File: src/rtl/uart_pkg.sv
// Shared definitions for the UART transmit path.
//   pacer_state_e  : states of the transmit pacer (IDLE, ISSUE, GAP).
//   FRAME_BITS     : bits per transmitter frame (start + 8 data + parity + stop).
//   min_gap_cycles : smallest legal strobe spacing for a given bit period.
package uart_pkg;

  localparam int unsigned FRAME_BITS = 11;

  typedef enum logic [1:0] {
    ST_IDLE  = 2'd0,
    ST_ISSUE = 2'd1,
    ST_GAP   = 2'd2
  } pacer_state_e;

  // The transmitter has no busy flag, so strobes must be at least one
  // full frame apart.
  function automatic int unsigned min_gap_cycles(input int unsigned clks_per_bit);
    return FRAME_BITS * clks_per_bit;
  endfunction

endpackage

File: src/rtl/sync_fifo.sv
// Parameterised single-clock FIFO.
//   clk_i, rstn_i   : clock, asynchronous active-low reset
//   push_i/push_dat_i : write request and data; ignored while full
//   pop_i           : read request; ignored while empty
//   rd_dat_o        : entry at the read pointer (valid when !empty_o)
//   full_o, empty_o, level_o : occupancy derived from the registered count
// Full/empty are judged on the registered count, so a push while full is
// dropped even if a pop happens in the same cycle.
module sync_fifo #(
  parameter  int WIDTH = 8,
  parameter  int DEPTH = 16,
  localparam int AW    = $clog2(DEPTH),
  localparam int LW    = AW + 1
) (
  input  logic             clk_i,
  input  logic             rstn_i,
  input  logic             push_i,
  input  logic [WIDTH-1:0] push_dat_i,
  input  logic             pop_i,
  output logic [WIDTH-1:0] rd_dat_o,
  output logic             full_o,
  output logic             empty_o,
  output logic [LW-1:0]    level_o
);

  logic [WIDTH-1:0] mem_q [DEPTH];
  logic [AW-1:0]    wptr_q, wptr_d;
  logic [AW-1:0]    rptr_q, rptr_d;
  logic [LW-1:0]    count_q, count_d;
  logic             push_ok;
  logic             pop_ok;

  assign full_o   = (count_q == LW'(DEPTH));
  assign empty_o  = (count_q == '0);
  assign level_o  = count_q;
  assign rd_dat_o = mem_q[rptr_q];

  assign push_ok = push_i & ~full_o;
  assign pop_ok  = pop_i & ~empty_o;

  // DEPTH is a power of two, so pointers wrap by plain overflow.
  always_comb begin
    wptr_d  = wptr_q + AW'(push_ok);
    rptr_d  = rptr_q + AW'(pop_ok);
    count_d = count_q + LW'(push_ok) - LW'(pop_ok);
  end

  always_ff @(posedge clk_i or negedge rstn_i) begin
    if (!rstn_i) begin
      wptr_q  <= '0;
      rptr_q  <= '0;
      count_q <= '0;
    end else begin
      wptr_q  <= wptr_d;
      rptr_q  <= rptr_d;
      count_q <= count_d;
    end
  end

  // Storage needs no reset: the count marks which entries are live.
  always_ff @(posedge clk_i) begin
    if (push_ok) mem_q[wptr_q] <= push_dat_i;
  end

endmodule

File: src/rtl/uart_tx_buffer.sv
// Byte buffer and pacing engine in front of the UART transmitter.
//   sys_clk_i, sys_rstn_i : clock, asynchronous active-low reset
//   push_i/push_dat_i     : single-cycle byte push from the CPU
//   clr_ovf_i             : clears the sticky overflow flag
//   full_o/empty_o/level_o: FIFO occupancy
//   ovf_o                 : sticky, set when a push was dropped
//   uart_wr_o/uart_dat_o  : one-cycle write strobe and held data
//   dbg_state_o           : current pacer state
// The pacer issues one byte, then waits GAP_CYCLES cycles (strobe edge to
// strobe edge) before the next, covering one transmitter frame.
module uart_tx_buffer
  import uart_pkg::*;
#(
  parameter  int DEPTH      = 16,
  parameter  int GAP_CYCLES = 1024,
  localparam int LW         = $clog2(DEPTH) + 1,
  localparam int CW         = $clog2(GAP_CYCLES)
) (
  input  logic          sys_clk_i,
  input  logic          sys_rstn_i,
  input  logic          push_i,
  input  logic [7:0]    push_dat_i,
  input  logic          clr_ovf_i,
  output logic          full_o,
  output logic          empty_o,
  output logic [LW-1:0] level_o,
  output logic          ovf_o,
  output logic          uart_wr_o,
  output logic [7:0]    uart_dat_o,
  output pacer_state_e  dbg_state_o
);

  pacer_state_e  state_q, state_d;
  logic          uart_wr_q, uart_wr_d;
  logic [7:0]    uart_dat_q, uart_dat_d;
  logic [CW-1:0] gap_cnt_q, gap_cnt_d;
  logic          ovf_q, ovf_d;
  logic          pop;
  logic [7:0]    fifo_rd_dat;

  sync_fifo #(
    .WIDTH (8),
    .DEPTH (DEPTH)
  ) u_fifo (
    .clk_i      (sys_clk_i),
    .rstn_i     (sys_rstn_i),
    .push_i     (push_i),
    .push_dat_i (push_dat_i),
    .pop_i      (pop),
    .rd_dat_o   (fifo_rd_dat),
    .full_o     (full_o),
    .empty_o    (empty_o),
    .level_o    (level_o)
  );

  // The pop lands on the same edge that registers the strobe.
  assign pop = (state_q == ST_ISSUE);

  // Set wins over clear so a drop in the clearing cycle is not lost.
  always_comb begin
    ovf_d = ovf_q;
    if (push_i && full_o) ovf_d = 1'b1;
    else if (clr_ovf_i)   ovf_d = 1'b0;
  end

  // GAP loads GAP_CYCLES-2: with the ISSUE cycle and the terminal-count
  // cycle this gives exactly GAP_CYCLES between strobe rising edges.
  always_comb begin
    state_d    = state_q;
    uart_wr_d  = 1'b0;
    uart_dat_d = uart_dat_q;
    gap_cnt_d  = gap_cnt_q;
    case (state_q)
      ST_IDLE: begin
        if (!empty_o) state_d = ST_ISSUE;
      end
      ST_ISSUE: begin
        uart_wr_d  = 1'b1;
        uart_dat_d = fifo_rd_dat;
        gap_cnt_d  = CW'(GAP_CYCLES - 2);
        state_d    = ST_GAP;
      end
      ST_GAP: begin
        if (gap_cnt_q == '0) state_d = empty_o ? ST_IDLE : ST_ISSUE;
        else                 gap_cnt_d = gap_cnt_q - CW'(1);
      end
      default: state_d = ST_IDLE;
    endcase
  end

  always_ff @(posedge sys_clk_i or negedge sys_rstn_i) begin
    if (!sys_rstn_i) begin
      state_q    <= ST_IDLE;
      uart_wr_q  <= 1'b0;
      uart_dat_q <= 8'h00;
      gap_cnt_q  <= '0;
      ovf_q      <= 1'b0;
    end else begin
      state_q    <= state_d;
      uart_wr_q  <= uart_wr_d;
      uart_dat_q <= uart_dat_d;
      gap_cnt_q  <= gap_cnt_d;
      ovf_q      <= ovf_d;
    end
  end

  assign uart_wr_o   = uart_wr_q;
  assign uart_dat_o  = uart_dat_q;
  assign ovf_o       = ovf_q;
  assign dbg_state_o = state_q;

endmodule

File: config.mk
export PLATFORM = sky130hd
export DESIGN_NAME = uart_tx_buffer
export DESIGN_NICKNAME = d
export VERILOG_FILES = /design/src/rtl/uart_pkg.sv /design/src/rtl/sync_fifo.sv /design/src/rtl/uart_tx_buffer.sv
export SDC_FILE = /design/constraint.sdc
export NUM_CORES = 1
export LEC_CHECK = 0
export CAP_MARGIN = 20
export CORE_ASPECT_RATIO = 0.9
export CORE_MARGIN = 3
export CORE_UTILIZATION = 55
export CTS_CLUSTER_DIAMETER = 120
export DETAILED_ROUTE_END_ITERATION = 6
export GPL_TIMING_DRIVEN = 0
export PLACE_DENSITY = 0.74
export REMOVE_ABC_BUFFERS = 1
export SLEW_MARGIN = 20
export SYNTH_ARGS = -nofsm -noshare
export SYNTH_HDL_FRONTEND = slang
export SYNTH_SLANG_ARGS = --single-unit
File: constraint.sdc
create_clock -name sys_clk_i -period 3.3 [get_ports sys_clk_i]
set_input_delay 0.495 -clock sys_clk_i [delete_from_list [all_inputs] [get_ports sys_clk_i]]
set_output_delay 0.495 -clock sys_clk_i [all_outputs]
set_load 0.05 [all_outputs]
### After elaboration in Yosys (flattened, before gate mapping)

Memories as Yosys holds them, arrays and structs flattened. A register that Yosys moved wholly into a read port is not among the register bits.
Index checks and enable logic that the tools add are counted.
Widths: inputs -> output; s select.

* register bits: 27
* latch bits: 0
* RAM bits: 128
* bits in read-only memories: 0
* bits of input ports: 12
* word-level logic and storage cells: 43
* memories kept: 1

Memory list
* u_fifo.mem_q: words 16, bits a word 8, read ports 1, clocked after memory_dff 1, write ports 1, RTL line sync_fifo.sv:26 `logic [WIDTH-1:0] mem_q [DEPTH];`

* $add $sub $neg: 5
* $mul: 0
* divide/modulo/power cells: 0
* order comparisons: 0
* equal/unequal tests: 6
* shift-type cells: 0
* muxes and demuxes: 11
* bitwise gates (word level): 4
* reductions and logical operators: 9

Operator list (number)
* $pmux 10 s2: 1
* $logic_not 10->1: 1
* $mux 10: 1
* $sub 10x1->10 const B: 1
* $add 4x1->4: 2
* $mux 1: 6
* $ne 2x2->1 const B: 3
* $pmux 2 s3: 1
* $add 5x1->5: 1
* $eq 5x5->1 const B: 1
* $logic_not 5->1: 1
* $sub 5x1->5: 1
* $mux 2: 2
* $reduce_and 2->1: 2
* $reduce_bool 2->1: 2
* $and 1x1->1: 2
* $eq 2x1->1 const B: 1
* $eq 2x2->1 const B: 1
* $logic_not 2->1: 1
* $not 1->1: 2
* $logic_and 1x1->1: 1
* $logic_not 1->1: 1

### Logic depth before layout (Yosys ltp)

* depth in word-level cells: 5
* mapped depth: 13

### Modules after synthesis

From an unflattened synthesis, not the netlist that was laid out.

* cells, all modules: 417
* area, all modules: 6797.8 µm²

By module, submodules not included
* sync_fifo: times used 1, cells an instance 309, area an instance 5725.5 µm²
* uart_tx_buffer: times used 1, cells an instance 108, area an instance 1072.3 µm²

### Least setup slack after synthesis

No wires, ideal clock.

* path kind: register -> register
* from: reg u_fifo.count_q[3], in the netlist u_fifo.level_o[3]
* to: reg u_fifo.count_q[4], in the netlist u_fifo.level_o[4]
* arrival: 4.265 ns
* slack: -1.045 ns
* cell stages (with the launch flop): 14
* buffers on the path: 0
* period minus slack after synthesis: 4.345 ns
* cells stage by stage: dfrtp_1 inv_1 ha_1 nor4b_1 nor2_1 ha_1 inv_1 ha_1 inv_1 fa_1 inv_1 a21oi_1 o21bai_1 xnor2_1

* elaborated cells between the ends (all ways): 8
* those cells by class: add/sub: 2; eq/ne: 1; bitwise: 4; reduce/logical: 1

RTL lines
* start, declared: RTL line sync_fifo.sv:29 `logic [LW-1:0] count_q, count_d;`
* start signal, assigned: RTL line sync_fifo.sv:56 `count_q <= count_d;`
* $logic_not 5->1: RTL line sync_fifo.sv:34 `assign empty_o = (count_q == '0);`
* via empty_o: RTL line uart_tx_buffer.sv:25 `output logic empty_o,`
* $not 1->1: RTL line sync_fifo.sv:39 `assign pop_ok = pop_i & ~empty_o;`
* $and 1x1->1: RTL line sync_fifo.sv:39
* $sub 5x1->5: RTL line sync_fifo.sv:45 `count_d = count_q + LW'(push_ok) - LW'(pop_ok);`
* via u_fifo.count_d[4]: RTL line sync_fifo.sv:29

The timed path passes the listed nets, and every way through them passes these cells.
A chain may end at the register's enable or synchronous reset.

### Worst setup path in the final report

* from: reg u_fifo.count_q[3], in the netlist u_fifo.level_o[3]
* to: out full_o

* word-level cells in the longest chain between the ends: 1

Ends and longest elaborated chain
* $eq 5x5->1: RTL line sync_fifo.sv:33 `assign full_o = (count_q == LW'(DEPTH));`
* end, declared: RTL line uart_tx_buffer.sv:24 `output logic full_o,`

No other way between the ends.

==> results.yml <==
outcome:
  status: "finished, final reports clean"
synthesis:
  syn_area_per_cell_sq_um: 16.6
  syn_area_sq_um: 6580
  synthXorXnorAreaFrac_pct: 1.20
  synth_common_cells: "edfxtp_1 (128), dfrtp_1 (35), mux2i_1 (33)"
  synth_ff_type: "edfxtp_1"
  synth_warnings: 0
  synth_compound_area_share_pct: 4.89
  synth_top_family_by_area: "multiplexers"
  synth_mux_area_share_pct: 11.9
  yosys.area.top_type: "edfxtp_1"
  synth_edf_count: 128
  ys_ff_latch: 163
  ys_top_cells_by_area: "edfxtp_1 (58%), dfrtp_1 (13%), mux4_2 (5.5%)"
  seq_area_frac_synth_pct: 71.8
  synth-adder-area-share_pct: 2.21
  syn_inst: 397
  synth-simple-area-share_pct: 6.16
  synth_cell_types: 47
  yosysMostFrequentCell: "edfxtp_1"
  netlist.area_leader.share_pct: 58.4
  async_flop_share_pct: 21.5
grt:
  grt_util_met2_pct: 31.3
  grt_pass1_vias: 3567
  top_usage_layer: "met2"
  grt.total_usage_pct: 20.4
  gr-total-overflow: 0
  grt_max_degree: 34
  use_met3_pct: 7.36
  antenna_found_initial: 0
  met1_usage_pct: 27.0
  grt_pass1_wl_um: 19500
clock_network:
  path_clk_slew_ns: 0.06
  cts_setup_buffers: 0
  cts_tree: "yes"
  hold_buffers: 0
  cts-root-buf: "clkbuf_16"
  insertion_delay_ns: 0.42
  cts_sinks: 163
  clock_path_buffers: 2
  cts-resized-gates: 0
  cts_max_level: 4
  cts_made_buffers: 17
sta:
  final.setup_skew_ns: 0.00673
  relSlewSlack_pct: 36.0
  grt_setup_unrepaired: "no"
  drv_slew: 0
  period_minus_slack_ns: 2.97
  fin_ws_ns: 0.333
  fmax_mhz: 337
  worst_pin_slew_ns: 0.959
  tns_ns: 0
  setup_violations: 0
  final_hold_viol_count: 0
  min_period_over_period_pct: 89.9
  whs_ns: 0.0173
drt:
  vias_per_cell: 6.01
  dr.first_iter.drc_count: 348
  antenna_left: 0
  drc_errors: 0
  routed_wl_um: 12600
  wl_per_cell_um: 21.0
  vias: 3613
  firstDrtPassIters: 5
finish:
  layout.nets: 455
  final_area_sq_um: 7660
  drive_gt1_share_pct: 15.3
  diodes: 0
  multi_input_area_sq_um: 1750
  finish.utilization_pct: 66.2
  fill_cells: 793
  fin_cells: 601
  seq_area_sq_um: 4720
  area_growth_pct: 16.5
placement:
  dpl_cell_area_sq_um: 7070
  dp_slack_ns: 0.300
  place_inst: 569
  gp_congestion: 0.803
  io_buffers: 30
  detailed_place_hpwl_um: 8160
floorplanning:
  die_w_um: 121
  dieArea_sq_um: 13300
  start_util_pct: 56.8
  die_h_um: 110
  rows: 37
  core_area_sq_um: 11600
  ioPinCount: 31
setup_path:
  rrSetupSlack_ns: 0.43
  startpoint_type: "register"
  slowest_delay_ns: 0.91
  setup.worst_path.class: "reg2out"
  path_max_fanout: 3
  crit_required_ns: 2.80
  crit_slowest_cell: "clkdlybuf4s50_1"
  end_kind: "primary output"
  cp_cell_sequence: "inv_1 > ha_1 > nor4bb_1 > clkdlybuf4s50_1"
  crit_arrival_ns: 2.47
job:
  cap_violations: 0
min_path:
  hold_path_class: "in2async"
power:
  power_density_nw_per_um2: 693
  peakVddDrop_mv: 0.435
  leakage_nw: 2.84
  total_power_mw: 5.31
## state kept, by name, summed over array words and instances (netlist names)
| name | flops |
|---|---|
| gap_cnt_q | 10 |
| u_fifo.level_o | 5 |
| u_fifo.wptr_q | 4 |
| uart_dat_o | 8 |
| uart_wr_o | 1 |
| u_fifo.mem_q | 128 |
| ovf_o | 1 |
| u_fifo.rptr_q | 4 |
| dbg_state_o | 2 |
## per-layer routing
layer,share of wire (%),vias up
li1,-,1617
met1,41,1831
met2,48,139
met3,8.5,26
met4,2.1,0
met5,0,-
## logic make-up (layout without fill, tap and decap cells)
family,after synthesis,after routing
compound gates,51,51
simple gates,75,75
buf+inv,31,79
mux,57,57
xor+xnor,9,9
fa+ha+maj,11,11
flops,163,163
## layout make-up
| type | count | area share [%] |
|---|---|---|
| Timing Repair Buffer | 32 | 4.47 |
| Sequential cell | 163 | 61.6 |
| Clock buffer | 19 | 5.65 |
| Clock inverter | 13 | 2.09 |
| Multi-Input combinational cell | 203 | 22.9 |
| Inverter | 15 | 0.735 |
| Tap cell | 156 | 2.55 |
## final timing paths
check | end | startpoint | cells after the start
max | full_o | u_fifo.level_o[3]$_DFF_PN0_ | 4
min | gap_cnt_q[2]$_DFFE_PN0P_ | sys_rstn_i | 1
max reg2reg | u_fifo.level_o[4]$_DFF_PN0_ | u_fifo.level_o[3]$_DFF_PN0_ | 13
min reg2reg | u_fifo.rptr_q[3]$_DFF_PN0_ | u_fifo.rptr_q[3]$_DFF_PN0_ | 1
max in group asynchronous | u_fifo.rptr_q[0]$_DFF_PN0_ | sys_rstn_i | 2
min in group sys_clk_i | u_fifo.rptr_q[3]$_DFF_PN0_ | u_fifo.rptr_q[3]$_DFF_PN0_ | 1
## critical path: cells and delay by family (launching register included)
family | cells | cell delay, ns
fa+ha+maj | 1 | 0.16
buf+inv | 2 | 1.00
flops | 1 | 0.40
simple gates | 1 | 0.49
## layout by cell type, fill, tap and decap left out, types with 2 or more instances in the layout
cell type	netlist	layout
a21oi_1	2	2
a31oi_1	2	2
bufinv_16	0	3
clkbuf_1	5	2
clkbuf_16	0	17
clkdlybuf4s50_1	0	29
clkinv_4	0	2
clkinvlp_4	0	4
dfrtp_1	35	34
edfxtp_1	128	128
ha_1	10	10
inv_1	15	15
mux2_2	8	8
mux2i_1	33	33
mux4_2	16	16
nand2_1	7	7
nand2b_1	7	7
nand3_1	5	5
nand3b_1	3	3
nor2_1	24	24
nor3_1	14	10
nor3_2	0	4
o211ai_1	2	2
o21ai_0	10	10
o22ai_1	26	26
or4_4	2	2
xnor2_1	4	4
xor2_1	5	5
## report_power, final
part | total (mW) | switching (mW) | internal (mW)
Clock | 1.96 | 0.776 | 1.19
Combinational | 0.756 | 0.479 | 0.277
Sequential | 2.59 | 0.133 | 2.45
Power figures use the tool's default switching activity.
